`src/rtl/router_pkt_tx.sv`:
```
// router_pkt_tx
// ---------------------------------------------------------------------------
// Packet transmitter feeding the 1x3 router input port. A send request
// (destination addr, payload length len) is latched in IDLE. The payload is
// then buffered from an upstream byte source, and header, payload and parity
// bytes are serialized onto the router input. The transmitter stalls while the
// router raises busy.
//
// Ports
//   clk      in   1  rising-edge clock
//   rst      in   1  synchronous, active-low reset
//   start    in   1  send request, only looked at in IDLE
//   addr     in   2  destination port 0..2 (3 is rejected)
//   len      in   6  payload byte count 1..63 (0 is rejected)
//   pl_data  in   8  payload byte from the upstream source
//   pl_vld   in   1  pl_data valid
//   pl_rdy   out  1  payload byte is taken this cycle
//   busy     in   1  router cannot take a byte this cycle
//   dout     out  8  byte to the router data input
//   pkt_vld  out  1  dout carries header or payload
//   tx_busy  out  1  transmitter is not idle
//   done     out  1  one-cycle pulse after the parity byte is taken
//   err      out  1  one-cycle pulse on an illegal start request
//   inj_err  in   1  only with ROUTER_TX_ERR_INJ_EN: corrupt parity bit 0
//
// Optional feature macro: ROUTER_TX_ERR_INJ_EN
//   When defined, inj_err is sampled together with start. A set inj_err
//   inverts bit 0 of the transmitted parity byte.
// ---------------------------------------------------------------------------
module router_pkt_tx (
    input  logic       clk,
    input  logic       rst,
    input  logic       start,
    input  logic [1:0] addr,
    input  logic [5:0] len,
    input  logic [7:0] pl_data,
    input  logic       pl_vld,
    output logic       pl_rdy,
    input  logic       busy,
    output logic [7:0] dout,
    output logic       pkt_vld,
    output logic       tx_busy,
    output logic       done,
    output logic       err
`ifdef ROUTER_TX_ERR_INJ_EN
    ,
    input  logic       inj_err
`endif
);

    typedef enum logic [2:0] {
        ST_IDLE = 3'd0,
        ST_LOAD = 3'd1,
        ST_HDR  = 3'd2,
        ST_PLD  = 3'd3,
        ST_PAR  = 3'd4
    } state_t;

    // Running parity is a plain byte-wide XOR accumulation.
    function automatic logic [7:0] parity_fold(input logic [7:0] acc,
                                               input logic [7:0] data_byte);
        return acc ^ data_byte;
    endfunction

    state_t      state_r;
    state_t      state_s;

    logic [7:0]  mem_r [0:63];
    logic [7:0]  header_r;
    logic [7:0]  parity_r;
    logic [5:0]  wcnt_r;
    logic [5:0]  rptr_r;

    logic [7:0]  dout_r;
    logic        pkt_vld_r;
    logic        pl_rdy_r;
    logic        tx_busy_r;
    logic        done_r;
    logic        err_r;

    logic [7:0]  dout_s;
    logic        pkt_vld_s;
    logic        pl_rdy_s;
    logic        tx_busy_s;
    logic        done_s;
    logic        err_s;

    logic [5:0]  hdr_len_s;
    logic [5:0]  rptr_nx_s;
    logic [7:0]  par_byte_s;
    logic        start_bad_s;
    logic        start_ok_s;
    logic        load_acc_s;
    logic        load_last_s;
    logic        pld_last_s;

    assign hdr_len_s   = header_r[7:2];
    assign rptr_nx_s   = rptr_r + 6'd1;
    assign start_bad_s = start && ((addr == 2'd3) || (len == 6'd0));
    assign start_ok_s  = start && !start_bad_s;
    assign load_acc_s  = (state_r == ST_LOAD) && pl_vld;
    assign load_last_s = load_acc_s && (wcnt_r == (hdr_len_s - 6'd1));
    // rptr_r indexes the payload byte currently on dout while in PLD.
    assign pld_last_s  = (rptr_r == (hdr_len_s - 6'd1));

`ifdef ROUTER_TX_ERR_INJ_EN
    logic inj_r;

    // Capture the error-injection request alongside an accepted start
    always_ff @(posedge clk) begin
        if (!rst) begin
            inj_r <= 1'b0;
        end else if ((state_r == ST_IDLE) && start_ok_s) begin
            inj_r <= inj_err;
        end
    end

    assign par_byte_s = parity_r ^ {7'b0000000, inj_r};
`else
    assign par_byte_s = parity_r;
`endif

    // State register
    always_ff @(posedge clk) begin
        if (!rst) begin
            state_r <= ST_IDLE;
        end else begin
            state_r <= state_s;
        end
    end

    // Next-state logic; a router transfer advances only when busy is low
    always_comb begin
        state_s = state_r;
        case (state_r)
            ST_IDLE: begin
                if (start_ok_s) state_s = ST_LOAD;
                else            state_s = ST_IDLE;
            end
            ST_LOAD: begin
                if (load_last_s) state_s = ST_HDR;
                else             state_s = ST_LOAD;
            end
            ST_HDR: begin
                if (!busy) state_s = ST_PLD;
                else       state_s = ST_HDR;
            end
            ST_PLD: begin
                if (!busy && pld_last_s) state_s = ST_PAR;
                else                     state_s = ST_PLD;
            end
            ST_PAR: begin
                if (!busy) state_s = ST_IDLE;
                else       state_s = ST_PAR;
            end
            default: state_s = ST_IDLE;
        endcase
    end

    // Next values of the registered outputs; dout/pkt_vld hold while stalled
    always_comb begin
        dout_s    = dout_r;
        pkt_vld_s = pkt_vld_r;
        done_s    = 1'b0;
        err_s     = 1'b0;
        pl_rdy_s  = (state_s == ST_LOAD);
        tx_busy_s = (state_s != ST_IDLE);
        case (state_r)
            ST_IDLE: begin
                if (start_bad_s) err_s = 1'b1;
                else             err_s = 1'b0;
            end
            ST_LOAD: begin
                if (load_last_s) begin
                    dout_s    = header_r;
                    pkt_vld_s = 1'b1;
                end else begin
                    dout_s    = dout_r;
                end
            end
            ST_HDR: begin
                if (!busy) dout_s = mem_r[6'd0];
                else       dout_s = dout_r;
            end
            ST_PLD: begin
                if (!busy && pld_last_s) begin
                    dout_s    = par_byte_s;
                    pkt_vld_s = 1'b0;
                end else if (!busy) begin
                    dout_s    = mem_r[rptr_nx_s];
                end else begin
                    dout_s    = dout_r;
                end
            end
            ST_PAR: begin
                if (!busy) begin
                    dout_s = 8'h00;
                    done_s = 1'b1;
                end else begin
                    dout_s = dout_r;
                end
            end
            default: begin
                dout_s    = 8'h00;
                pkt_vld_s = 1'b0;
            end
        endcase
    end

    // Output registers
    always_ff @(posedge clk) begin
        if (!rst) begin
            dout_r    <= 8'h00;
            pkt_vld_r <= 1'b0;
            pl_rdy_r  <= 1'b0;
            tx_busy_r <= 1'b0;
            done_r    <= 1'b0;
            err_r     <= 1'b0;
        end else begin
            dout_r    <= dout_s;
            pkt_vld_r <= pkt_vld_s;
            pl_rdy_r  <= pl_rdy_s;
            tx_busy_r <= tx_busy_s;
            done_r    <= done_s;
            err_r     <= err_s;
        end
    end

    // Request latch, write/read counters and running parity
    always_ff @(posedge clk) begin
        if (!rst) begin
            header_r <= 8'h00;
            parity_r <= 8'h00;
            wcnt_r   <= 6'd0;
            rptr_r   <= 6'd0;
        end else begin
            case (state_r)
                ST_IDLE: begin
                    if (start_ok_s) begin
                        header_r <= {len, addr};
                        parity_r <= {len, addr};
                        wcnt_r   <= 6'd0;
                    end
                end
                ST_LOAD: begin
                    if (load_acc_s) begin
                        parity_r <= parity_fold(parity_r, pl_data);
                        wcnt_r   <= wcnt_r + 6'd1;
                    end
                end
                ST_HDR: begin
                    if (!busy) rptr_r <= 6'd0;
                end
                ST_PLD: begin
                    if (!busy) rptr_r <= rptr_nx_s;
                end
                default: begin
                end
            endcase
        end
    end

    // Payload buffer; contents deliberately survive reset
    always_ff @(posedge clk) begin
        if (rst && load_acc_s) begin
            mem_r[wcnt_r] <= pl_data;
        end
    end

    assign dout    = dout_r;
    assign pkt_vld = pkt_vld_r;
    assign pl_rdy  = pl_rdy_r;
    assign tx_busy = tx_busy_r;
    assign done    = done_r;
    assign err     = err_r;

endmodule

```
`config.mk`:
```
export PLATFORM = sky130hd
export DESIGN_NAME = router_pkt_tx
export DESIGN_NICKNAME = d
export VERILOG_FILES = /design/src/rtl/router_pkt_tx.sv
export SDC_FILE = /design/constraint.sdc
export NUM_CORES = 1
export LEC_CHECK = 0
export ABC_AREA = 0
export ABC_CLOCK_PERIOD_IN_PS = 4800
export BUFFER_PORTS_ARGS = -buffer_cell sky130_fd_sc_hd__buf_4
export CORE_MARGIN = 8
export CORE_UTILIZATION = 35
export CTS_BUF_LIST = sky130_fd_sc_hd__clkbuf_8 sky130_fd_sc_hd__clkbuf_16
export CTS_CLUSTER_DIAMETER = 200
export DETAILED_ROUTE_END_ITERATION = 8
export HOLD_SLACK_MARGIN = 0.03
export PLACE_DENSITY_LB_ADDON = 0.2
export SYNTH_ARGS = -nofsm -noshare
export SYNTH_HDL_FRONTEND = slang
export SYNTH_SLANG_ARGS = --single-unit
```
`constraint.sdc`:
```
create_clock -name clk -period 4.8 [get_ports clk]
set_input_delay 0.72 -clock clk [delete_from_list [all_inputs] [get_ports clk]]
set_output_delay 0.72 -clock clk [all_outputs]
set_load 0.005 [all_outputs]
```
# [After elaboration in Yosys (flattened, before gate mapping)]
# Memories as Yosys holds them, arrays and structs flattened.
# Cells that the tools add are included.
[totals] regBits=44 latchBits=0 mem_bits_rw=512 mem_bits_ro=0 input_bits=21 out_inout_bits=13 elab_cells=84 mem_count=1
[memory_table] name="mem_r" words=64 word_bits=8 rd=2 rd_ports_with_merged_regs=0 wr=1 line_no="68" source="logic [7:0] mem_r [0:63];"
[classes] add_sub_neg=3 multipliers=0 div=0 n_lt_le_gt_ge=0 n_eq_ne=16 shift=0 n_mux=28 bitwise_logic=3 reduce_logical=22
[ops] op="$mux W8" count=7
[ops] op="$pmux W8 S5" count=1
[ops] op="$mux W6" count=4
[ops] op="$pmux W6 S2" count=2
[ops] op="$pmux W8 S2" count=1
[ops] op="$pmux W3 S5" count=1
[ops] op="$ne A2 B2 Y1 const B" count=7
[ops] op="$add A6 B1 Y6 const B" count=2
[ops] op="$eq A6 B6 Y1" count=2
[ops] op="$reduce_and A3 Y1" count=3
[ops] op="$mux W1" count=8
[ops] op="$xor A8 B8 Y8" count=1
[ops] op="$eq A3 B1 Y1 const B" count=2
[ops] op="$eq A3 B2 Y1 const B" count=2
[ops] op="$logic_and A1 B1 Y1" count=6
[ops] op="$logic_not A6 Y1" count=1
[ops] op="$mux W3" count=2
[ops] op="$reduce_and A2 Y1" count=3
[ops] op="$sub A6 B1 Y6 const B" count=1
[ops] op="$reduce_and A5 Y1" count=1
[ops] op="$reduce_bool A2 Y1" count=2
[ops] op="$eq A3 B3 Y1 const B" count=1
[ops] op="$logic_not A3 Y1" count=1
[ops] op="$ne A3 B3 Y1 const B" count=1
[ops] op="8 further kinds" count=10

# [Depth between registers and ports, before layout]
[depth] word_depth=8 depth_mapped=12 ltp_nobuf=9

# [Worst setup path before layout]
# Ideal clock, no wire load.
[synth_timing] path_type="register to register" startpoint="reg rptr_r[1]" endpoint="reg dout_r[5], in the netlist dout[5]" setup_time_ns=0.127 t_arrival_ns=2.623 required_time_ns=4.673 slack_ns=2.050 stages_incl_launch_ff=10 path_buffers=3 period_less_slack_ns=2.750 path_cell_list="dfxtp_1 ha_1 buf_4 buf_2 buf_1 mux4_2 mux4_2 nand2_1 a2111oi_2 or3_1"
[synth_between] elab_chain_len=5 elab_cells_between_ends=9 classes_between="add/sub: 1; eq/ne: 2; mux: 3; reduce/logical: 2; memory: 1"
[synth_lines] item="start, declared" line_no="72" source="logic [5:0] rptr_r;"
[synth_lines] item="start signal, assigned" line_no="255" source="if (!busy) rptr_r <= rptr_nx_s;"
[synth_lines] item="$add A6 B1 Y6" line_no="98" source="assign rptr_nx_s = rptr_r + 6'd1;"
[synth_lines] item="$mem_v2 Z64 W8"
[synth_lines] item="$mux W8" line_no="189" source="end else if (!busy) begin"
[synth_lines] item="$mux W8" line_no="186" source="if (!busy && pld_last_s) begin"
[synth_lines] item="$pmux W8 S5" line_no="168" source="case (state_r)"
[synth_lines] item="end signal, assigned" line_no="220" source="dout_r <= dout_s;"
[synth_lines] item="end, declared" line_no="74" source="logic [7:0] dout_r;"
# Several ways; a longest one is shown, not always the timed one. The select of a mux whose other input is x is not followed.
# A chain may end at the register's enable or synchronous reset.

# [Worst setup path after layout]
[layout_timing] startpoint="reg rptr_r[2]" endpoint="reg dout_r[3], in the netlist dout[3]"
# The elaborated chain is that of the path after synthesis.

==> results_dict.tcl <==
set metrics [dict create \
    antenna_found_initial 0 \
    fin_crit_sh 0.7975 \
    crit_start "rptr_r[2]" \
    r2r_setup_slack_ps 970 \
    cts_made_buffers 57 \
    pwr-share-seq 0.544 \
    ys_ff_latch 556 \
    relSlewSlack 0.1209 \
    hold_class "input pin to flip-flop" \
    seq_area_frac_synth 0.7248 \
    htree_levels 2 \
    r2r_end "dout[3]" \
    vias_per_cell 5.297 \
    synthArstFlopShare 0 \
    fp.dieH_um 269.1 \
    powerDensity_mw_per_mm2 383.2 \
    post-route-util 0.3989 \
    setup_viol 0 \
    fin_skew_ps 12.72 \
    clk_latency_ps 610 \
    fmax_ghz 0.2612 \
    fillers 5746 \
    fin_nets 1330 \
    core.rowCount 93 \
    layout-drive-gt1-share 0.2041 \
    r2r_start "rptr_r[2]" \
    drv_slew 0 \
    ys_types 60 \
    cp.required_ps 5350 \
    cts_tree "done" \
    hold_violations 0 \
    critPathKind "flip-flop to flip-flop" \
    rsz0062_at_grt "false" \
    worst_slew_pin_slew_ps 1319 \
    totalWireLength_um 56800 \
    syn_area_mm2 0.02243 \
    reg2reg_depth 7 \
    critPathMaxFanout 19 \
    num_vias 11691 \
    dp_slack_ps 1012 \
    start_util 0.3511 \
    die_w_um 269.1 \
    hpwl_um 34450 \
    synth_ff_type "edfxtp_1" \
    cts_resized 0 \
    endpoint_kind "flip-flop" \
    finalSetupTns_ps 0 \
    die-area_mm2 0.07244 \
    cts_num_sinks 556 \
    core_area_mm2 0.06388 \
    cts_setup_buffers 0 \
    p_int_mw 7.725 \
    grt_pass1_vias 11887 \
    netlist_instances 1255 \
    max-cap-violations 0 \
    yosysTopAreaCell "edfxtp_1" \
    hold_buffers 0 \
    postSynthAreaPerCell_um2 17.87 \
    grt_overflow 0 \
    root_buffer "clkbuf_16" \
    grt_pass1_wl_um 83460 \
    portBuffers 33 \
    p_comb_frac 0.022 \
    area_growth_syn_to_layout_pct 13.62 \
    synth_area_leaders "edfxtp_1 69%, mux4_2 11%, dfxtp_1 3.9%" \
    synth_edf_count 512 \
    min_period_ps 3828 \
    wl_per_cell_um 25.73 \
    synth_top_area_share 0.6855 \
    grtUsageTotal 0.1529 \
    drt_pass1_iterations 5 \
    place_congestion 0.8188 \
    pin_count 34 \
    power_leakage_nw 7.780 \
    antenna_left 0 \
    status "completed" \
    cp-start-kind "flip-flop" \
    endpoint "dout[3]" \
    grt_max_degree 67 \
    cp.arrival_ps 4380 \
    cts.path.max_buffers 3 \
    power.net_switching_mw 2.039 \
    total_power_mw 9.764 \
    path_clk_slew_ps 60 \
    n_antenna_cell 0 \
    drc 0 \
    syn-num-nets 1279 \
    yosysWarnings 0 \
    drt-initial-drc-count 1097 \
    power_switching_share 0.2088 \
    vdd_drop_max_v 0.0002885 \
    fin_ws_ps 972.1 \
    power_frac_clock 0.434 \
]
[area by class of cell]
cell class / instances / area, µm² / area share
Clock inverter: 48 / 335.3 / 0.01316
Sequential cell: 556 / 16260 / 0.6380
Multi-Input combinational cell: 619 / 5833 / 0.2289
Tap cell: 855 / 1070 / 0.04198
Clock buffer: 57 / 1426 / 0.05597
Timing Repair Buffer: 67 / 540.5 / 0.02121
Inverter: 5 / 18.77 / 0.0007365
[cell families (layout without fill, tap and decap cells)]
logic type / Yosys count / after routing / share of synthesized area
adders and majority gates: 3 / 3 / 0.001674
xor gates and xnor gates: 24 / 24 / 0.01004
and+or+nand+nor: 254 / 254 / 0.05456
buffers and inverters: 80 / 177 / 0.01752
AOI/OAI and AO/OA: 155 / 155 / 0.04837
muxes: 183 / 183 / 0.1430
DFF: 556 / 556 / 0.7248
[worst max-delay path: stages (launching register included)]
cell and delay, ps:
dfxtp_1 720, nand3_1 330, xnor2_4 770, buf_4 450, mux4_2 360, nand2_1 70
a2111oi_0 830, or3_1 230
[layer usage]
layer / share of wire / vias to the layer above / GRT usage
met3: 0.053 / 78 / 0.02487
met1: 0.46 / 6076 / 0.2190
met4: 0.025 / 0 / 0.04728
met2: 0.46 / 367 / 0.2377
li1: - / 5170 / -
met5: 0 / - / 0
[per-stage QoR]
stage,cells,hold slack [ps],area [µm²]
CTS,2207,292.0,25480
finish,2207,329.8,25480
floorplan,1255,452.7,22430
global route,2207,304.8,25480
global placement,2102,470.1,23720
detailed placement,2102,470.2,23720
[power by group through the flow]
stage	combinational, mW	clock (mW)	sequential, mW
2_1_floorplan	0.0966	0	5.41
6_report	0.212	4.24	5.32
4_1_cts	0.216	4.32	5.31
3_3_place_gp	0.209	0	5.42
3_5_place_dp	0.215	0	5.42
5_1_grt	0.232	4.50	5.31
[cells in the final DEF, fill, tap and decap left out, drive strengths merged, types with 19 or more instances in the layout]
cell type  instances
a21oi             27
a221oi            34
buf               67
clkbuf            57
clkinv            29
dfxtp             44
edfxtp           512
inv               19
mux2i             73
mux4             110
nand2             55
nor2             111
o21ai             37
[worst min path at each step]
stage,cells after the start,slack [ps],start,to
after global placement,2,470,pkt_vld,pkt_vld
after floorplan,2,450,pkt_vld,pkt_vld
after detailed placement,2,470,pkt_vld,pkt_vld
final,2,330,busy,done
after CTS,2,290,busy,done
after global routing,2,300,busy,done
[cell usage after synthesis, types with 10 or more instances]
library cell and count:
edfxtp_1 512, mux4_2 110, nor2_1 109, mux2i_1 73
nand2_1 55, dfxtp_1 44, o21ai_0 37, a221oi_1 34
clkbuf_1 30, buf_2 28, a21oi_1 26, nand3_1 15
and3_1 14, xor2_1 13, buf_4 11, a31oi_1 10
nor3b_1 10
[sequential cells by signal, indices dropped and copies added, names as in the netlist]
register / count
mem_r: 512
dout: 8
header_r: 8
par_byte_s: 8
rptr_r: 6
wcnt_r: 6
state_r: 3
done: 1
err: 1
pkt_vld: 1
pl_rdy: 1
tx_busy: 1
Power figures use the tool's default switching activity.
